### config.mk
export PLATFORM = sky130hd
export DESIGN_NAME = seg7_scan
export DESIGN_NICKNAME = d
export VERILOG_FILES = /design/src/rtl/seg7_scan.sv
export SDC_FILE = /design/constraint.sdc
export NUM_CORES = 1
export LEC_CHECK = 0
export BUFFER_PORTS_ARGS = -buffer_cell sky130_fd_sc_hd__buf_2
export CAP_MARGIN = 5
export CORE_MARGIN = 1
export CORE_UTILIZATION = 50
export CTS_CLUSTER_DIAMETER = 100
export CTS_CLUSTER_SIZE = 14
export DETAILED_ROUTE_END_ITERATION = 8
export HOLD_SLACK_MARGIN = 0.12
export PLACE_DENSITY_LB_ADDON = 0.3
export SLEW_MARGIN = 20
export SYNTH_ARGS = -nofsm -noshare
export SYNTH_HDL_FRONTEND = slang
export SYNTH_SLANG_ARGS = --single-unit
### constraint.sdc
create_clock -name clk -period 5.1 [get_ports clk]
set_input_delay 0.51 -clock clk [delete_from_list [all_inputs] [get_ports clk]]
set_output_delay 0.51 -clock clk [all_outputs]
set_load 0.01 [all_outputs]
### src/rtl/seg7_scan.sv
// seg7_scan: multiplexed seven-segment display driver.
// A prescaler paces a digit index across NUM_DIGITS digits. New display data
// is staged in a pending register and moved to the display register only at
// a frame boundary, so a frame never mixes old and new digits.
// Optional feature: define SEG7_LZB_EN to blank leading zero digits.
module seg7_scan #(
  parameter int NUM_DIGITS  = 4,
  parameter int REFRESH_DIV = 50000
) (
  input  logic                    clk,
  input  logic                    rst_n,
  input  logic                    en,
  input  logic                    load,
  input  logic [4*NUM_DIGITS-1:0] data,
  input  logic [NUM_DIGITS-1:0]   dp_in,
  output logic                    load_ack,
  output logic [7:0]              seg_out,
  output logic [NUM_DIGITS-1:0]   an_out
);

  // Index width is at least one bit so a single-digit build still elaborates.
  localparam int IDX_W     = (NUM_DIGITS > 1) ? $clog2(NUM_DIGITS) : 1;
  // Lookup tables are padded to a power of two so every index value is legal.
  localparam int NUM_SLOTS = 1 << IDX_W;
  localparam int PRE_W     = (REFRESH_DIV > 2) ? $clog2(REFRESH_DIV) : 1;

  localparam logic [PRE_W-1:0] PRE_LAST = PRE_W'(REFRESH_DIV - 1);
  localparam logic [PRE_W-1:0] PRE_ONE  = PRE_W'(1);
  localparam logic [IDX_W-1:0] IDX_LAST = IDX_W'(NUM_DIGITS - 1);
  localparam logic [IDX_W-1:0] IDX_ONE  = IDX_W'(1);

  // Scan state.
  logic [PRE_W-1:0]        r_presc;
  logic [IDX_W-1:0]        r_index;
  logic                    r_run;
  logic                    r_en_d;

  // Staged and live display contents.
  logic [4*NUM_DIGITS-1:0] r_pend_data;
  logic [NUM_DIGITS-1:0]   r_pend_dp;
  logic                    r_pend_flag;
  logic [4*NUM_DIGITS-1:0] r_disp_data;
  logic [NUM_DIGITS-1:0]   r_disp_dp;

  // Registered outputs.
  logic                    r_load_ack;
  logic [7:0]              r_seg;
  logic [NUM_DIGITS-1:0]   r_an;

  logic                    w_en_rise;
  logic                    w_term;
  logic                    w_wrap;
  logic                    w_xfer;
  logic [3:0]              w_nib     [NUM_SLOTS];
  logic                    w_dp_slot [NUM_SLOTS];
  logic [3:0]              w_cur_nib;
  logic                    w_cur_dp;
  logic [6:0]              w_dec;
  logic [6:0]              w_glyph;
  logic [NUM_DIGITS-1:0]   w_an_sel;

  // The first enabled cycle after a pause counts as prescaler value 0, so a
  // terminal count can never coincide with it.
  assign w_en_rise = en & ~r_en_d;
  assign w_term    = en & ~w_en_rise & (r_presc == PRE_LAST);
  assign w_wrap    = w_term & (r_index == IDX_LAST);
  assign w_xfer    = r_pend_flag & (w_wrap | w_en_rise);

  // Per-digit views of the display register, zero-padded beyond NUM_DIGITS.
  genvar gi;
  generate
    for (gi = 0; gi < NUM_SLOTS; gi++) begin : g_slot
      if (gi < NUM_DIGITS) begin : g_real
        assign w_nib[gi]     = r_disp_data[4*gi +: 4];
        assign w_dp_slot[gi] = r_disp_dp[gi];
      end else begin : g_pad
        assign w_nib[gi]     = 4'h0;
        assign w_dp_slot[gi] = 1'b0;
      end
    end
  endgenerate

  // One-hot (active-high) digit select from the current index.
  generate
    for (gi = 0; gi < NUM_DIGITS; gi++) begin : g_an
      assign w_an_sel[gi] = (r_index == IDX_W'(gi));
    end
  endgenerate

  assign w_cur_nib = w_nib[r_index];
  assign w_cur_dp  = w_dp_slot[r_index];

  // Hex nibble to active-low segment pattern g..a.
  always_comb begin
    w_dec = 7'h7F;
    case (w_cur_nib)
      4'h0: w_dec = 7'h40;
      4'h1: w_dec = 7'h79;
      4'h2: w_dec = 7'h24;
      4'h3: w_dec = 7'h30;
      4'h4: w_dec = 7'h19;
      4'h5: w_dec = 7'h12;
      4'h6: w_dec = 7'h02;
      4'h7: w_dec = 7'h78;
      4'h8: w_dec = 7'h00;
      4'h9: w_dec = 7'h10;
      4'hA: w_dec = 7'h08;
      4'hB: w_dec = 7'h03;
      4'hC: w_dec = 7'h46;
      4'hD: w_dec = 7'h21;
      4'hE: w_dec = 7'h06;
      4'hF: w_dec = 7'h0E;
      default: w_dec = 7'h7F;
    endcase
  end

`ifdef SEG7_LZB_EN
  // w_hi_zero[k] is set when digit k and every more significant digit are 0.
  logic w_hi_zero [NUM_SLOTS];
  logic w_blank;

  generate
    for (gi = 0; gi < NUM_SLOTS; gi++) begin : g_lzb
      if (gi == NUM_SLOTS - 1) begin : g_top
        assign w_hi_zero[gi] = (w_nib[gi] == 4'h0);
      end else begin : g_chain
        assign w_hi_zero[gi] = (w_nib[gi] == 4'h0) & w_hi_zero[gi+1];
      end
    end
  endgenerate

  // Digit 0 always shows, so a value of zero still reads as "0".
  assign w_blank = (r_index != '0) & w_hi_zero[r_index];
  assign w_glyph = w_blank ? 7'h7F : w_dec;
`else
  assign w_glyph = w_dec;
`endif

  // Prescaler: counts while enabled, holds while disabled, restarts on re-enable.
  always_ff @(posedge clk or negedge rst_n) begin
    if (!rst_n) begin
      r_presc <= '0;
    end else if (en) begin
      if (w_en_rise) begin
        r_presc <= PRE_ONE;
      end else if (w_term) begin
        r_presc <= '0;
      end else begin
        r_presc <= r_presc + PRE_ONE;
      end
    end
  end

  // Digit index and start-up flag; the first terminal count after reset only
  // arms the display so that digit 0 gets a full first period.
  always_ff @(posedge clk or negedge rst_n) begin
    if (!rst_n) begin
      r_index <= '0;
      r_run   <= 1'b0;
      r_en_d  <= 1'b0;
    end else begin
      r_en_d <= en;
      if (w_term) begin
        r_run <= 1'b1;
        if (r_run) begin
          r_index <= (r_index == IDX_LAST) ? '0 : r_index + IDX_ONE;
        end
      end
    end
  end

  // Pending/display registers; a load in a transfer cycle stays pending.
  always_ff @(posedge clk or negedge rst_n) begin
    if (!rst_n) begin
      r_pend_data <= '0;
      r_pend_dp   <= '0;
      r_pend_flag <= 1'b0;
      r_disp_data <= '0;
      r_disp_dp   <= '0;
      r_load_ack  <= 1'b0;
    end else begin
      r_load_ack <= w_xfer;
      if (w_xfer) begin
        r_disp_data <= r_pend_data;
        r_disp_dp   <= r_pend_dp;
      end
      if (load) begin
        r_pend_data <= data;
        r_pend_dp   <= dp_in;
        r_pend_flag <= 1'b1;
      end else if (w_xfer) begin
        r_pend_flag <= 1'b0;
      end
    end
  end

  // Registered segment and anode drive; dark while disabled or not yet armed.
  always_ff @(posedge clk or negedge rst_n) begin
    if (!rst_n) begin
      r_seg <= 8'hFF;
      r_an  <= '1;
    end else if (en && r_run) begin
      r_seg <= {~w_cur_dp, w_glyph};
      r_an  <= ~w_an_sel;
    end else begin
      r_seg <= 8'hFF;
      r_an  <= '1;
    end
  end

  assign load_ack = r_load_ack;
  assign seg_out  = r_seg;
  assign an_out   = r_an;

endmodule

==> out/metrics.csv <==
stage,metric,value,unit
timing,Final period util,47.4,%
global_routing,GRT Total Usage,20.8,%
critical_path,CP Capture Type,flop,
finish,area taken by flip-flops and latches,0.00187,mm^2
hold_path,Hold Crit Class,input pin to async pin,
floorplanning,I/O pin cnt,37,
critical_path,CP Max Fanout,22,
finish,Multi-input gate area,0.00166,mm^2
pwr,Comb pwr share,14.2,%
pwr,P_int,1010,uW
detailed_routing,via count,2651,
synth,post-synth top area share,42.0,%
floorplanning,Starting Density,53.1,%
synth,sequential element share of the synthesized area,50.6,%
floorplanning,die width,87.9,um
timing,Final Max Slew Viols,0,
global_routing,vias in the first global route,2518,
place,Placed Cells incl. Taps,439,
synth,cell taking the most area after synthesis,dfrtp_1,
finish,Non-Filler Instances,455,
timing,RSZ-0062 raised after global routing,no,
clock_network,# H-tree levels,3,
clock_network,Num CTS Buffers,9,
synth,Synth async-reset ratio,100,%
synth,Yosys reg bits,74,
finish,Layout Utilization,58.8,%
clock_network,Root Driver,clkbuf_8,
pwr,Sw Pwr,367,uW
pwr,Static Leak,0.00173,uW
critical_path,kind of critical path,flop to flop,
global_routing,initial antenna violation count,0,
detailed_routing,Routed Antenna Nets,0,
clock_network,clk sinks,74,
timing,Final TNS setup,0,ns
critical_path,WP data required,5.27,ns
timing,worst clock skew,0.0100,ns
critical_path,crit path DAT,2.59,ns
clock_network,"CTS clk-pin slew, worst paths",0.08,ns
clock_network,# Post-CTS Setup Buffers,0,
detailed_routing,via/cell ratio,5.83,
timing,relative slew slack,29.0,%
detailed_routing,Post-route DRC,0,
synth,warnings from Yosys,0,
timing,post-route minimum period,2.42,ns
finish,share of cells above drive strength 1,28.7,%
clock_network,Longest Clk Path Bufs,2,
pwr,PD cells,336,mW/mm^2
critical_path,crit path launch type,flop,
timing,Worst-Margin Slew,1.06,ns
floorplanning,num rows,30,
place,GP Congestion,0.890,
place,DP Area,0.00387,mm^2
pwr,Switching Fraction,26.7,%
floorplanning,Die Y,87.9,um
synth,Syn Std Cell Area,0.00369,mm^2
timing,f_max,0.414,GHz
pwr,Clk pwr share,35.9,%
synth,Syn Inst Count,327,
finish,Area growth syn-to-layout,10.7,%
finish,Layout Nets,389,
clock_network,PostCTS Resize Cnt,0,
floorplanning,Core ar.,0.00694,mm^2
detailed_routing,DRT iter0 DRCs,161,
detailed_routing,DRT Pass-1 Iters,4,
synth,Cell variety after synth,65,
finish,"commonest cells after routing, fill and taps aside","62 x dfrtp_1, 60 x nand2_1, 36 x buf_2",
synth,synth top area cells,"dfrtp_1 42%, dfstp_2 8.5%, mux2_2 6.7%, nand2_1 6.1%, ha_1 3.7%",
place,input/output buffers,36,
synth,syn_nets,362,
floorplanning,Die ar.,0.00773,mm^2
pwr,part of the power in registers,49.9,%
synth,"Avg Cell Area, Syn",11.3,um^2
timing,final hold vios,0,
clock_network,CTS tree,done,
clock_network,Hold Buf Count CTS,0,
outcome,status,completed,
clock_network,worst skew pair latency,0.34,ns
finish,Fillers,605,
finish,"commonest non-fill, non-tap cell in the layout",dfrtp_1,
global_routing,largest net degree at the start of global routing,75,
timing,Setup Viol. Count Final,0,
pwr,VDD IR max,0.189,mV
finish,final instance area,0.00408,mm^2
global_routing,grt total ovfl,0,
synth,top_reg_cell synth,dfrtp_1,
detailed_routing,Post-Route WL,7210,um
run,Max Cap Viol,0,
synth,Post-synth EDFFs,0,
detailed_routing,DR WL/cell,15.8,um
finish,ANT cells,0,
place,post-DP HPWL,4760,um
global_routing,first-pass GRT wire length,12200,um
==> critical path: stages, from the launching register on <==
cell and delay, ns:
dfrtp_1 0.42, ha_1 0.27, and4b_1 0.24, and4_1 0.32
a21oi_2 0.78, o22ai_1 0.21
==> power by group through the flow <==
| stage | combinational [uW] | sequential [uW] | clock, uW |
|---|---|---|---|
| 5_1_grt | 218 | 694 | 528 |
| 3_3_place_gp | 187 | 695 | 0 |
| 2_1_floorplan | 156 | 680 | 0 |
| 6_report | 195 | 686 | 493 |
| 3_5_place_dp | 194 | 697 | 0 |
| 4_1_cts | 195 | 686 | 503 |
==> cells by family after synthesis <==
| family | count (synthesis) | synth area share (%) |
|---|---|---|
| simple gates | 115 | 16.3 |
| compound gates | 65 | 13.1 |
| fa+ha+maj | 11 | 3.73 |
| buf+inv | 30 | 4.54 |
| mux | 32 | 11.7 |
| flops | 74 | 50.6 |
==> flip-flops by register name, summed over array words and instances (netlist names) <==
name	flops
r_run	1
r_presc	16
r_pend_dp	4
seg_out	8
r_index	2
an_out	4
r_pend_flag	1
r_pend_data	16
r_en_d	1
r_disp_dp	4
load_ack	1
r_disp_data	16
==> worst paths after layout <==
check | start | cells past startpoint | endpoint | slack (ns)
worst max-delay path | r_presc[0] | 5 | r_disp_dp[1] | 2.68
worst min register to register | r_run | 1 | r_run | 0.46
max in group asynchronous | rst_n | 2 | r_disp_data[5] | 4.12
min in group clk | data[6] | 2 | r_pend_data[6] | 0.39
worst max register to register | r_presc[0] | 5 | r_disp_dp[1] | 2.68
worst min-delay path | rst_n | 2 | r_presc[12] | 0.37
==> routing by layer <==
metal	vias up	global-route usage (%)	part of all wire (%)
met2	61	32.1	49
met3	13	3.68	3.4
met4	0	10.3	1.9
li1	1274	-	-
met1	1303	28.3	45
met5	-	0	0
==> synthesized netlist by cell type, types with 4 or more instances <==
library cell	count
nand3_1	10
o211ai_1	6
buf_6	6
nand2_1	60
nor2b_1	4
dfrtp_1	62
mux2_2	22
nor3_1	4
inv_1	9
dfstp_2	12
nand4_1	5
ha_1	11
a31oi_1	9
buf_2	5
nor2_1	4
o22ai_1	19
clkbuf_1	7
a41oi_1	4
and3_1	4
==> cell type report <==
| type | count | share of cell area [%] |
|---|---|---|
| Clock inverter | 7 | 2.30 |
| Tap cell | 96 | 2.94 |
| Inverter | 9 | 0.827 |
| Clock buffer | 9 | 3.03 |
| Sequential cell | 74 | 45.7 |
| Multi-Input combinational cell | 223 | 40.6 |
| Timing Repair Buffer | 37 | 4.60 |
==> metrics by stage <==
| step | hold slack [ns] | total power, uW | setup slack [ns] |
|---|---|---|---|
| global placement | 0.437 | 882 | 2.64 |
| finish | 0.366 | 1370 | 2.68 |
| CTS | 0.377 | 1380 | 2.69 |
| global route | 0.382 | 1440 | 2.49 |
| detailed placement | 0.440 | 891 | 2.69 |
| floorplan | 0.214 | 837 | 3.20 |
Note: power is estimated with default switching activity, not from simulation.
